<file path="config.mk">
export PLATFORM = sky130hd
export DESIGN_NAME = fmul_pipe
export DESIGN_NICKNAME = d
export VERILOG_FILES = /design/src/rtl/fmul_pipe.sv
export SDC_FILE = /design/constraint.sdc
export NUM_CORES = 2
export LEC_CHECK = 0
export CAP_MARGIN = 40
export CORE_MARGIN = 2
export CORE_UTILIZATION = 45
export CTS_CLUSTER_DIAMETER = 50
export DETAILED_ROUTE_END_ITERATION = 8
export MAX_ROUTING_LAYER = met4
export PLACE_DENSITY = 0.72
export SYNTH_ARGS = -nofsm -noshare
export SYNTH_HDL_FRONTEND = slang
export SYNTH_SLANG_ARGS = --single-unit
</file>
<file path="constraint.sdc">
create_clock -name clk -period 9.4 [get_ports clk]
set_input_delay 0.94 -clock clk [delete_from_list [all_inputs] [get_ports clk]]
set_output_delay 0.94 -clock clk [all_outputs]
set_load 0.03 [all_outputs]
</file>
<file path="src/rtl/fmul_pipe.sv">
// fmul_pipe: pipelined IEEE-style float multiplier (RNE, denormals flushed to zero).
// Define FMUL_PIPE_FLAGS_EN to add the {invalid, overflow, underflow, inexact} flags port.
module fmul_pipe #(
    parameter int EXP_W = 8,
    parameter int MAN_W = 23
) (
    input  logic                 clk,
    input  logic                 rst,
    input  logic [EXP_W+MAN_W:0] a,
    input  logic [EXP_W+MAN_W:0] b,
    input  logic                 go,
    input  logic                 pipeEn,
    output logic [EXP_W+MAN_W:0] result,
    output logic                 rdy
`ifdef FMUL_PIPE_FLAGS_EN
    ,
    output logic [3:0]           flags
`endif
);

    localparam int W    = 1 + EXP_W + MAN_W;
    localparam int BIAS = 2**(EXP_W-1) - 1;
    localparam int EMAX = 2**EXP_W - 1;
    localparam int XW   = EXP_W + 2;
    localparam int PW   = 2*MAN_W + 2;

    typedef logic signed [XW-1:0] exp_t;

    localparam exp_t BIAS_X = exp_t'(BIAS);
    localparam exp_t EMAX_X = exp_t'(EMAX);
    localparam exp_t ONE_X  = exp_t'(1);
    localparam exp_t ZERO_X = exp_t'(0);

    // Round-to-nearest-even on a normalised product (hidden bit at the MSB).
    // Returns {carry, hidden, fraction}; carry means the mantissa rolled over to 2.0.
    function automatic logic [MAN_W+1:0] round_rne(input logic [PW-1:0] n);
        logic inc;
        inc = n[MAN_W] & ((|n[MAN_W-1:0]) | n[MAN_W+1]);
        return {1'b0, n[PW-1:MAN_W+1]} + {{(MAN_W+1){1'b0}}, inc};
    endfunction

    // Special values win over the arithmetic result in this priority order.
    function automatic logic [W-1:0] pack(input logic s, input logic nan, input logic inf,
                                          input logic zero, input exp_t e,
                                          input logic [MAN_W-1:0] f);
        logic [W-1:0] r;
        if (nan)
            r = {1'b0, {EXP_W{1'b1}}, 1'b1, {(MAN_W-1){1'b0}}};
        else if (inf)
            r = {s, {EXP_W{1'b1}}, {MAN_W{1'b0}}};
        else if (zero)
            r = {s, {(W-1){1'b0}}};
        else if (e >= EMAX_X)
            r = {s, {EXP_W{1'b1}}, {MAN_W{1'b0}}};
        else if (e <= ZERO_X)
            r = {s, {(W-1){1'b0}}};
        else
            r = {s, e[EXP_W-1:0], f};
        return r;
    endfunction

`ifdef FMUL_PIPE_FLAGS_EN
    function automatic logic [3:0] status(input logic nan, input logic inf, input logic zero,
                                          input exp_t e, input logic inexact);
        logic [3:0] fl;
        if (nan)
            fl = 4'b1000;
        else if (inf || zero)
            fl = 4'b0000;
        else if (e >= EMAX_X)
            fl = 4'b0101;
        else if (e <= ZERO_X)
            fl = 4'b0011;
        else
            fl = {3'b000, inexact};
        return fl;
    endfunction
`endif

    logic [EXP_W-1:0] ea, eb;
    logic [MAN_W-1:0] fa, fb;
    logic             a_zero, a_inf, a_nan, b_zero, b_inf, b_nan;

    assign {ea, fa} = a[W-2:0];
    assign {eb, fb} = b[W-2:0];
    assign a_zero   = (ea == '0);
    assign b_zero   = (eb == '0);
    assign a_inf    = (ea == '1) && (fa == '0);
    assign b_inf    = (eb == '1) && (fb == '0);
    assign a_nan    = (ea == '1) && (fa != '0);
    assign b_nan    = (eb == '1) && (fb != '0);

    logic             vld_p0, vld_p1, vld_p2;
    logic             sign_p0, nan_p0, inf_p0, zero_p0;
    logic [MAN_W:0]   ma_p0, mb_p0;
    exp_t             exp_p0;
    logic             sign_p1, nan_p1, inf_p1, zero_p1;
    logic [PW-1:0]    prod_p1;
    exp_t             exp_p1;
    logic [W-1:0]     res_p2;

    logic [PW-1:0]    norm;
    exp_t             exp_n, exp_f;
    logic [MAN_W+1:0] mant_r;
    logic [MAN_W-1:0] frac;

    always_comb begin
        norm   = prod_p1[PW-1] ? prod_p1 : (prod_p1 << 1);
        exp_n  = prod_p1[PW-1] ? (exp_p1 + ONE_X) : exp_p1;
        mant_r = round_rne(norm);
        exp_f  = mant_r[MAN_W+1] ? (exp_n + ONE_X) : exp_n;
        frac   = mant_r[MAN_W+1] ? mant_r[MAN_W:1] : mant_r[MAN_W-1:0];
    end

`ifdef FMUL_PIPE_FLAGS_EN
    logic [3:0] flags_p2;
    logic       inexact;
    assign inexact = norm[MAN_W] | (|norm[MAN_W-1:0]);
`endif

    always_ff @(posedge clk or posedge rst) begin
        if (rst) begin
            vld_p0 <= 1'b0;
            vld_p1 <= 1'b0;
            vld_p2 <= 1'b0;
            rdy    <= 1'b0;
            result <= '0;
`ifdef FMUL_PIPE_FLAGS_EN
            flags  <= '0;
`endif
        end else if (pipeEn) begin
            vld_p0 <= go;
            vld_p1 <= vld_p0;
            vld_p2 <= vld_p1;
            rdy    <= vld_p2;
            if (vld_p2) begin
                result <= res_p2;
`ifdef FMUL_PIPE_FLAGS_EN
                flags  <= flags_p2;
`endif
            end
        end
    end

    always_ff @(posedge clk) begin
        if (pipeEn) begin
            // S1: unpack, classify, biased exponent sum
            sign_p0 <= a[W-1] ^ b[W-1];
            nan_p0  <= a_nan | b_nan | (a_inf & b_zero) | (a_zero & b_inf);
            inf_p0  <= a_inf | b_inf;
            zero_p0 <= a_zero | b_zero;
            ma_p0   <= {1'b1, fa};
            mb_p0   <= {1'b1, fb};
            exp_p0  <= $signed({2'b00, ea}) + $signed({2'b00, eb}) - BIAS_X;
            // S2: mantissa product
            sign_p1 <= sign_p0;
            nan_p1  <= nan_p0;
            inf_p1  <= inf_p0;
            zero_p1 <= zero_p0;
            prod_p1 <= PW'(ma_p0) * PW'(mb_p0);
            exp_p1  <= exp_p0;
            // S3: normalise, round, pack
            res_p2  <= pack(sign_p1, nan_p1, inf_p1, zero_p1, exp_f, frac);
`ifdef FMUL_PIPE_FLAGS_EN
            flags_p2 <= status(nan_p1, inf_p1, zero_p1, exp_f, inexact);
`endif
        end
    end

endmodule

</file>
==> metrics.txt <==
status=finished clean; RSZ-0062 raised after global routing=false; Filler cells=between 5,000 and 6,000; Clock Latency Late Sink=520 ps; syn_area_per_cell=9.93 um2; hold buffers post-CTS=0; post-synthesis mux area share=0.0220; aggregate global routing overflow=0; Post-Synthesis Cells=roughly 2,700; Mapped Area=27,300 um2; Tot GR Track Use=0.232; Final Max Slew Viols=0; slowest stage delay, CP=about 900 ps; Cell Chain, Critical Path=clkinv_1 -> nor2_1 -> fa_1 -> fa_1 -> inv_1 -> fa_1 -> inv_1 -> fa_1 -> inv_1 -> fa_1 -> inv_1 -> fa_1 -> inv_1 -> fa_1 -> inv_1 -> ha_1 -> nand4_1 -> nor3_1 -> o221ai_1 -> a2111oi_2 -> o21ai_0 -> nand3_1 -> nor3b_1 -> a2111oi_0; CP arrival=about 8700 ps; Sink Count=between 150 and 200; postcts setup bufs=0; fmax=about 0.12 GHz; register area share after synthesis=0.203; vias=18,900; share of layout cells above drive strength 1=0.0474; skew final=roughly 24 ps; Vias/cell=~5.3; FF+latch count, synth=190; Cells on Worst Hold Path=0; Crit Path Category=reg -> reg; Synth Area in Compound Gates=0.0518; WL per Instance=around 19 um; max_slew headroom=0.358; HPWL Detailed=about 55 mm; hold_ws=between 400 and 500 ps; Root Buffer=clkbuf_16; max-cap check violation count=0; Register Area=5530 um2; first-pass GRT wire length=around 110 mm; Final Util=0.495; CTS tree=yes; area of the core=60,100 um2; crit path max-delay cell type=a2111oi_2; Syn-to-layout area delta=9.14%; die height=~250 um; Required @ worst endpoint=just under 10,000 ps; Final WS setup=roughly 1000 ps; post-cts sizing count=0; endpoint class of the critical path=flop; min cycle time layout=around 8400 ps; Async SR Flop Fraction=0.189; r2r worst-path depth=24; final hold vios=0; TritonCTS buffer count=17; Cell Rows=90; Synth Area in Adders=0.442; Max clock buf depth=2; DR pass1 iterations=7; most frequent CP cell=fa_1; Syn Nets=3,488; Yosys warning total=0; nets@finish=about 3,500; simple logic cell fraction of the synthesized area=0.150; Die Wd=250 um; combinational family with the most area after synthesis=adder cells; initial antenna violation count=0; Detail Route Antenna Nets=0; number of flops mapped to enable cells by yosys=between 150 and 200; pre-CTS setup slack=~1200 ps; CP startpoint kind=flop; dominant synthesized flop cell=edfxtp_1; n_diodes=0; Post-Synth XOR/XNOR Area=0.0320; Starting Density=0.454; final wirelength=between 60 and 70 mm; CP Max Fanout=16; initial DRC count=1,360; GP Congestion=just over 0.9; Multi-input gate area=approximately 19,000 um2; vias in the first global route=between 15,000 and 20,000; worst slew pin tran=just under 1000 ps; final setup violation count=0; Clk pin slew, worst setup/hold paths=100 ps; pin count of the biggest net entering global routing=60; # DRC=0; Hold WC Path Type=reg -> reg; I/O pin cnt=just over 100; setup tns final=0 ps; Period Utilization, post-route=0.891; Yosys cell types=a little under 80; port bufs=100; H-tree depth=4; die area=62,600 um2
state kept, by name, summed over array words and instances, names as in the netlist:
| signal | count |
|---|---|
| vld_p1 | 1 |
| mb_p0 | 23 |
| exp_p0 | 10 |
| zero_p1 | 1 |
| sign_p0 | 1 |
| nan_p0 | 1 |
| nan_p1 | 1 |
| zero_p0 | 1 |
| vld_p0 | 1 |
| exp_p1 | 10 |
| rdy | 1 |
| sign_p1 | 1 |
| res_p2 | 32 |
| result | 32 |
| inf_p0 | 1 |
| vld_p2 | 1 |
| ma_p0 | 23 |
| inf_p1 | 1 |
| prod_p1 | 48 |
synth_stat cells (19+ instances only):
library cell | n | area (um2)
a21o_1 | 25 | 188
a21oi_1 | 81 | 405
and2_1 | 254 | 1590
clkbuf_1 | 100 | 375
dfrtp_1 | 36 | 901
edfxtp_1 | 154 | 4620
fa_1 | 483 | 9670
ha_1 | 191 | 2390
inv_1 | 591 | 2220
mux2_2 | 39 | 439
nand2_1 | 317 | 1190
nand3_1 | 31 | 155
nand4_1 | 19 | 119
nor2_1 | 79 | 297
nor3_1 | 19 | 95.1
nor4_1 | 23 | 144
o21ai_0 | 27 | 135
xnor2_1 | 57 | 499
xor2_1 | 40 | 350
cell usage in the layout, fill, tap and decap left out, types with 40 or more instances in the layout:
| master | Yosys | final |
|---|---|---|
| a21oi_1 | 81 | 81 |
| and2_1 | 254 | 254 |
| clkdlybuf4s50_1 | 0 | 99 |
| edfxtp_1 | 154 | 154 |
| fa_1 | 483 | 483 |
| ha_1 | 191 | 191 |
| inv_1 | 591 | 591 |
| nand2_1 | 317 | 317 |
| nor2_1 | 79 | 79 |
| xnor2_1 | 57 | 57 |
| xor2_1 | 40 | 40 |
cell type report:
class,instances,share of cell area
flip-flops and latches,190,0.186
well taps,782,0.0329
repair buffers,141,0.0466
inverters,594,0.0749
multi-input cells,1847,0.640
clock inverters,14,0.00542
clock buffers,18,0.0144
routing by layer:
| layer | vias up | global-route usage | share of wire |
|---|---|---|---|
| met4 | 0 | 0.0922 | 0.037 |
| met3 | 145 | 0.0443 | 0.067 |
| li1 | 8563 | - | - |
| met5 | - | - | 0 |
| met1 | 9529 | 0.298 | 0.42 |
| met2 | 661 | 0.365 | 0.48 |
critical path: cells and delay by family (launching register included):
kind | cells | cell delay, ps
simple gates | 5 | 990
flops | 1 | 710
fa+ha+maj | 8 | 3820
buf+inv | 7 | 810
compound gates | 4 | 1810
worst paths after layout:
kind                            startpoint     endpoint  slack (ps)
worst max-delay path              mb_p0[8]  prod_p1[45]        1030
worst min-delay path             exp_p0[9]    exp_p1[9]         420
worst max register to register    mb_p0[8]  prod_p1[45]        1030
worst min register to register   exp_p0[9]    exp_p1[9]         420
max in group asynchronous              rst    result[4]        8240
min in group asynchronous              rst   result[27]         830
logic make-up after synthesis:
| logic type | Yosys count |
|---|---|
| buf+inv | 709 |
| compound gates | 214 |
| xor+xnor | 98 |
| simple gates | 806 |
| mux | 55 |
| flops | 190 |
| fa+ha+maj | 674 |
through the flow:
stage / instance area [um2] / cells
after floorplan: 27300 / 2746
after global placement: 29000 / 3547
after detailed placement: 29200 / 3554
after CTS: 29800 / 3586
after global routing: 29800 / 3586
final: 29800 / 3586
Power is not shown: default switching activity piles up to over one toggle a cycle in this logic, so the estimate is an artifact.
